`src/rtl/systolic_pkg.sv`:
```
// Shared sizing and result type for the Chebyshev interpolation PE array and its collector.
package systolic_pkg;

   localparam int WORDLENGTH = 16;
   localparam int NUM_PE     = 8;
   localparam int IDX_W      = $clog2(NUM_PE);

   typedef logic [IDX_W-1:0] idx_t;

   typedef struct packed {
      idx_t                  idx;
      logic [WORDLENGTH-1:0] word;
   } result_t;

   function automatic idx_t next_idx(input idx_t cur);
      return cur + idx_t'(1);
   endfunction

endpackage

```
`src/rtl/systolic_collector_if.sv`:
```
// Result stream of the collector: valid/ready handshake carrying {index, word}.
interface systolic_collector_if #(
   parameter int WORDLENGTH = systolic_pkg::WORDLENGTH,
   parameter int IDX_W      = systolic_pkg::IDX_W
);
   logic                  out_valid;
   logic                  out_ready;
   logic [WORDLENGTH-1:0] out_word;
   logic [IDX_W-1:0]      out_index;

   modport master (output out_valid, output out_word, output out_index, input out_ready);
   modport slave  (input out_valid, input out_word, input out_index, output out_ready);
endinterface

```
`src/rtl/systolic_collector_sync_fifo.sv`:
```
// Synchronous FIFO whose head entry is held in output registers; a push into an
// empty FIFO is written to storage and shows up on the head one cycle later.
module sync_fifo #(
   parameter int WIDTH = 19,
   parameter int DEPTH = 4
) (
   input  logic             clk30x,
   input  logic             reset,
   input  logic             push,
   input  logic [WIDTH-1:0] din,
   input  logic             pop,
   output logic             full,
   output logic             empty,
   output logic             head_valid,
   output logic [WIDTH-1:0] head_data
);
   localparam int AW = $clog2(DEPTH);

   logic [WIDTH-1:0] mem_r [DEPTH];
   logic [AW-1:0]    wr_ptr_r, rd_ptr_r, rd_ptr_nxt_s;
   logic [AW:0]      cnt_r, cnt_kept_s, cnt_nxt_s;
   logic             do_push_s, do_pop_s;
   logic             head_valid_r;
   logic [WIDTH-1:0] head_data_r, head_nxt_s;

   // Occupancy flags, accepted push/pop and the entry that becomes head next cycle.
   always_comb begin
      full         = (cnt_r == (AW+1)'(DEPTH));
      empty        = (cnt_r == (AW+1)'(0));
      do_pop_s     = pop && !empty;
      do_push_s    = push && (!full || do_pop_s);
      cnt_kept_s   = cnt_r - (AW+1)'(do_pop_s);
      cnt_nxt_s    = cnt_kept_s + (AW+1)'(do_push_s);
      rd_ptr_nxt_s = rd_ptr_r + AW'(do_pop_s);
      if (cnt_kept_s == (AW+1)'(0)) begin
         head_nxt_s = din;
      end else begin
         head_nxt_s = mem_r[rd_ptr_nxt_s];
      end
   end

   // Storage array, written on every accepted push.
   always_ff @(posedge clk30x) begin
      if (do_push_s) begin
         mem_r[wr_ptr_r] <= din;
      end
   end

   // Pointers, count and registered head.
   always_ff @(posedge clk30x) begin
      if (reset) begin
         wr_ptr_r     <= AW'(0);
         rd_ptr_r     <= AW'(0);
         cnt_r        <= (AW+1)'(0);
         head_valid_r <= 1'b0;
         head_data_r  <= WIDTH'(0);
      end else begin
         if (do_push_s) begin
            wr_ptr_r <= wr_ptr_r + AW'(1);
         end
         rd_ptr_r     <= rd_ptr_nxt_s;
         cnt_r        <= cnt_nxt_s;
         head_valid_r <= (cnt_nxt_s != (AW+1)'(0));
         if (cnt_nxt_s != (AW+1)'(0)) begin
            head_data_r <= head_nxt_s;
         end
      end
   end

   assign head_valid = head_valid_r;
   assign head_data  = head_data_r;

endmodule

```
`src/rtl/systolic_collector.sv`:
```
// Collects each PE's finished 8-term sum at its slot boundary and streams it out
// in PE order through a small FIFO.
module systolic_collector #(
   parameter int WORDLENGTH = systolic_pkg::WORDLENGTH,
   parameter int NUM_PE     = systolic_pkg::NUM_PE,
   parameter int FIFO_DEPTH = 4
) (
   input  logic                         clk30x,
   input  logic                         reset,
   input  logic [NUM_PE*WORDLENGTH-1:0] pe_words,
   input  logic [31:0]                  timing,
   systolic_collector_if.master         res,
   output logic                         overflow
);
   localparam int                SEL_W    = $clog2(NUM_PE);
   localparam logic [SEL_W-1:0]  WARM_MAX = SEL_W'(NUM_PE - 1);

   logic [31:0]                 count_r;
   logic [SEL_W-1:0]            word_idx_r, warm_r, cap_idx_s;
   logic [WORDLENGTH-1:0]       cap_word_s;
   logic                        boundary_s, capture_s, pop_s;
   logic                        fifo_full_s, fifo_empty_s, head_valid_s;
   logic                        overflow_r;
   logic [SEL_W+WORDLENGTH-1:0] head_s;

   // Boundary detect and selection of the PE whose accumulation just completed.
   always_comb begin
      boundary_s = (count_r == timing);
      cap_idx_s  = word_idx_r + SEL_W'(1);
      cap_word_s = pe_words[int'(cap_idx_s)*WORDLENGTH +: WORDLENGTH];
      capture_s  = boundary_s && (warm_r == WARM_MAX);
      pop_s      = !fifo_empty_s && res.out_ready;
   end

   // Slot counter replica, warm-up saturation and sticky overflow.
   always_ff @(posedge clk30x) begin
      if (reset) begin
         count_r    <= 32'hFFFF_FFFF;
         word_idx_r <= SEL_W'(0);
         warm_r     <= SEL_W'(0);
         overflow_r <= 1'b0;
      end else begin
         if (boundary_s) begin
            count_r    <= 32'd0;
            word_idx_r <= cap_idx_s;
            if (warm_r != WARM_MAX) begin
               warm_r <= warm_r + SEL_W'(1);
            end
         end else begin
            count_r <= count_r + 32'd1;
         end
         if (capture_s && fifo_full_s && !pop_s) begin
            overflow_r <= 1'b1;
         end
      end
   end

   sync_fifo #(
      .WIDTH (SEL_W + WORDLENGTH),
      .DEPTH (FIFO_DEPTH)
   ) u_fifo (
      .clk30x     (clk30x),
      .reset      (reset),
      .push       (capture_s),
      .din        ({cap_idx_s, cap_word_s}),
      .pop        (pop_s),
      .full       (fifo_full_s),
      .empty      (fifo_empty_s),
      .head_valid (head_valid_s),
      .head_data  (head_s)
   );

   assign res.out_valid = head_valid_s;
   assign res.out_index = head_s[WORDLENGTH +: SEL_W];
   assign res.out_word  = head_s[WORDLENGTH-1:0];
   assign overflow      = overflow_r;

endmodule

```
`src/flat_wrapper.sv`:
```
// flat-port wrapper written by rule: the top's interface ports become plain ports
module systolic_collector_flat 
#(
   parameter int WORDLENGTH = systolic_pkg::WORDLENGTH,
   parameter int NUM_PE     = systolic_pkg::NUM_PE,
   parameter int FIFO_DEPTH = 4
)
  (clk30x, reset, pe_words, timing, overflow, res_out_valid, res_out_word, res_out_index, res_out_ready);
  systolic_collector_if #(.WORDLENGTH(WORDLENGTH)) res_i ();
  input  logic clk30x;
  input  logic reset;
  input  logic [NUM_PE*WORDLENGTH-1:0] pe_words;
  input  logic [31:0] timing;
  output logic overflow;
  output wire logic [$bits(res_i.out_valid)-1:0] res_out_valid;
  output wire logic [$bits(res_i.out_word)-1:0] res_out_word;
  output wire logic [$bits(res_i.out_index)-1:0] res_out_index;
  input wire logic [$bits(res_i.out_ready)-1:0] res_out_ready;
  assign res_out_valid = res_i.out_valid;
  assign res_out_word = res_i.out_word;
  assign res_out_index = res_i.out_index;
  assign res_i.out_ready = res_out_ready;
  systolic_collector #(.WORDLENGTH(WORDLENGTH), .NUM_PE(NUM_PE), .FIFO_DEPTH(FIFO_DEPTH)) u_core (.clk30x(clk30x), .reset(reset), .pe_words(pe_words), .timing(timing), .res(res_i), .overflow(overflow));
endmodule
```
`config.mk`:
```
export PLATFORM = sky130hd
export DESIGN_NAME = systolic_collector_flat
export DESIGN_NICKNAME = d
export VERILOG_FILES = /design/src/rtl/systolic_pkg.sv /design/src/rtl/systolic_collector_if.sv /design/src/rtl/systolic_collector_sync_fifo.sv /design/src/rtl/systolic_collector.sv /design/src/flat_wrapper.sv
export SDC_FILE = /design/constraint.sdc
export NUM_CORES = 1
export LEC_CHECK = 0
export ABC_AREA = 1
export CAP_MARGIN = 20
export CORE_MARGIN = 1.5
export CORE_UTILIZATION = 44
export DETAILED_ROUTE_END_ITERATION = 10
export PLACE_DENSITY_LB_ADDON = 0.1
export SYNTH_ARGS = -nofsm -noshare
export SYNTH_HDL_FRONTEND = slang
export SYNTH_SLANG_ARGS = --single-unit
```
`constraint.sdc`:
```
create_clock -name clk30x -period 2.7 [get_ports clk30x]
set_input_delay 0.54 -clock clk30x [delete_from_list [all_inputs] [get_ports clk30x]]
set_output_delay 0.54 -clock clk30x [all_outputs]
set_load 0.03 [all_outputs]
```
==> metrics.cfg <==
[run_status]
status = finished clean

[critical_path]
crit_family = buffers and inverters
path_max_fanout = 8
cp-end-kind = flip-flop
critPathLaunchType = flip-flop
arrival_ps = 2970
crit_top_cell = buf_4
required_ps = 3070
setup.worst_path.class = reg -> reg
cpMaxStageDelayCell = dfxtp_2
path_cells = inv_1 > nand2_1 > nand2_1 > buf_4 > buf_4 > buf_4 > buf_4 > buf_4 > buf_4 > buf_4 > buf_4 > buf_4 > and2_1 > nand2_1 > nor2_1 > nand2_1 > nor2_4 > buf_4 > a21oi_1 > o21ai_0 > nand2_1
cpPeakStageDelay_ps = 360
reg2reg_slack_ps = 100
path_buf_inv = 11

[route]
drt-total-wl_um = 25700
route.met3.wl_um = 1610
top_layer_used = met4
wl_met2_um = 12100
drt-initial-drc-count = 587
ant_nets = 0
vias = 8421
wl_met1_um = 11500
drc = 0
avgViaCountPerCell = 5.10
drt-pass1-iter-count = 5
wl_per_cell_um = 15.6

[sta]
max_freq_mhz = 384
finalHoldViolCount = 0
fin_crit_ps = 2600
fin_worst_skew_ps = 8.17
rsz0062_at_grt = yes
final_max_slew_viol_count = 0
worst_slew_margin_rel_pct = 50.8
fin_crit_sh_pct = 96.4
setup_viol = 0
worst_pin_slew_ps = 730

[synth]
yosysTopAreaCell = edfxtp_1
synth.distinct_cells = 37
syn_nets = 1330
yosysWarnings = 0
ys_seq_area_share_pct = 43.6
synthArstFlopShare_pct = 0
syn_area_um2 = 8260
syn_area_per_cell_um2 = 7.16
synth_edf_count = 76
ys_seq_elements = 142
yosysTopAreaCellShare_pct = 27.6
synthCells = 1154
ys_top_cells_by_area = edfxtp_1, dfxtp_1, nand2_1
yosys_most_used_dff = edfxtp_1

[final_layout]
fill_cells = 1574
layoutNonFillerInstCount = 1652
fin_util_pct = 65.8
nets = 1586
area.growth.synth_to_final_pct = 45.1
finalInstanceArea_um2 = 12000
n_antenna_cell = 0
layout-drive-gt1-share_pct = 19.4

[cts]
cts_hold_buf = 0
worstSkewPairLatency_ps = 430
root_buffer = clkbuf_16
cts_tree = done
ctsLongestPathBuffers = 2
clock_sinks = 142
cts_max_level = 4
cts_buffers = 17
cts.clk_slew.worst_paths_ps = 60

[floorplanning]
die_h_um = 140
io_pins = 184
start_util_pct = 45.4
die_area_um2 = 19600
die_w_um = 140
core_area_um2 = 18200
num_rows = 49

[placed_design]
place_area_um2 = 10800
port_buffers = 183
gp_congestion = 0.882
place_inst = 1588
hpwl_um = 18500

[power]
cellInternalPower_mw = 7.17
power.switching_mw = 4.79
peakVddDrop_v = 0.000694
clock_power_share_pct = 18.8
p_per_area_nw_per_um2 = 997
power.leakage_nw = 5.49
p_seq_share_pct = 24.0
netSwitchingFraction_pct = 40.1
comb_power_share_pct = 57.2
p_total_mw = 12.0

[global_routing]
antenna_found_initial = 0
gr-total-overflow = 0
grt_pass1_vias = 7787
grt_max_degree = 51
grt_pass1_wl_um = 40100
track_usage_pct = 26.3

[job]
drv_cap = 0

[min_path]
hold_path.class = reg -> reg

-- path summary, 6_finish.rpt --
path | startpoint | end | cells after the start
worst min register to register | u_core.overflow$_SDFFE_PP0P_ | u_core.overflow$_SDFFE_PP0P_ | 2
worst max-delay path | u_core.count_r[27]$_SDFF_PP1_ | u_core.count_r[19]$_SDFF_PP1_ | 21
worst min-delay path | u_core.overflow$_SDFFE_PP0P_ | u_core.overflow$_SDFFE_PP0P_ | 2
worst max register to register | u_core.count_r[27]$_SDFF_PP1_ | u_core.count_r[19]$_SDFF_PP1_ | 21
-- per-layer routing --
| layer | track usage (%) | vias to the layer above |
|---|---|---|
| met5 | 0 | - |
| met4 | 8.59 | 0 |
| met3 | 4.72 | 31 |
| met2 | 43.8 | 287 |
| met1 | 34.8 | 3852 |
| li1 | - | 4251 |
-- power groups by stage --
stage	Clock, mW	Sequential, mW	Combinational (mW)
2_1_floorplan	0	3.03	3.10
3_3_place_gp	0	2.88	5.30
3_5_place_dp	0	2.87	5.37
4_1_cts	2.25	2.84	6.04
5_1_grt	2.36	2.91	7.49
6_report	2.24	2.87	6.84
-- registers in the layout, summed over array words and instances, names as in the netlist --
register / flops
u_core.u_fifo.head_valid: 1
u_core.u_fifo.head_data: 19
u_core.u_fifo.mem_r: 76
u_core.u_fifo.cnt_r: 3
u_core.overflow: 1
u_core.u_fifo.rd_ptr_r: 2
u_core.word_idx_r: 3
u_core.count_r: 32
u_core.u_fifo.wr_ptr_r: 2
u_core.warm_r: 3
-- cell usage after synthesis (2+ instances only) --
cell type and count:
nand2_1 244, nor2_1 189, o21ai_0 149, inv_1 134, edfxtp_1 76, dfxtp_1 66, nand3_1 54, or2_2 33
nor3_1 30, clkbuf_1 24, buf_2 18, o21ai_1 18, a21oi_1 16, o22ai_1 16, xor2_1 15, ha_1 13
nand4_1 11, inv_2 8, buf_1 5, xnor2_1 5, a31oi_1 4, a22oi_1 3, buf_6 3, nand2_2 3
nor2_4 3, nor2_2 2, nor4_1 2
-- cell families (layout without fill, tap and decap cells) --
group,after synthesis,in the layout,synth area share [%]
compound gates,207,207,13.0
xor+xnor,20,20,2.12
fa+ha+maj,13,13,1.97
buf+inv,194,463,9.42
flops,142,142,43.6
simple gates,578,578,29.9
-- tightest hold or removal path, delay by kind of cell (launching register included) --
| family | cells | cell delay, ps |
|---|---|---|
| AO/OA/AOI/OAI | 1 | 50 |
| buffers and inverters | 1 | 40 |
| flip-flops | 1 | 310 |
-- stage by stage --
step	hold WS [ps]	setup WS (ps)	TNS [ps]
floorplan	443	164	0
global placement	436	-551	-20440
detailed placement	440	-607	-23400
CTS	448	17.7	0
global route	477	-47.4	-478
finish	448	96.9	0
-- timing repair --
action                     in CTS  in global routing
buffers inserted               17                 13
resized for setup              59                 99
pin swaps                       3                 28
gates cloned                    2                  0
setup endpoints to repair      20                 27
-- cell usage in the layout (no fill, tap or decap), drive strengths merged, types with 12 or more instances in the layout --
master / instances
nand2: 247
nor2: 194
o21ai: 167
clkdlybuf4s50: 151
inv: 143
buf: 106
edfxtp: 76
dfxtp: 66
nand3: 55
or2: 33
nor3: 32
dlygate4sd2: 27
clkbuf: 23
o22ai: 16
a21oi: 16
xor2: 15
ha: 13
nand4: 12
-- layout make-up --
class                      count  area (um2)  area share [%]
clock inverter                 9        86.3           0.720
clock buffer                  23         478            3.99
sequential                   142        3650            30.4
inverter                     142         538            4.49
multi-input combinational    818        4170            34.8
timing repair buffer         289        2780            23.2
tap                          229         287            2.39
(Power assumes the default switching activity.)
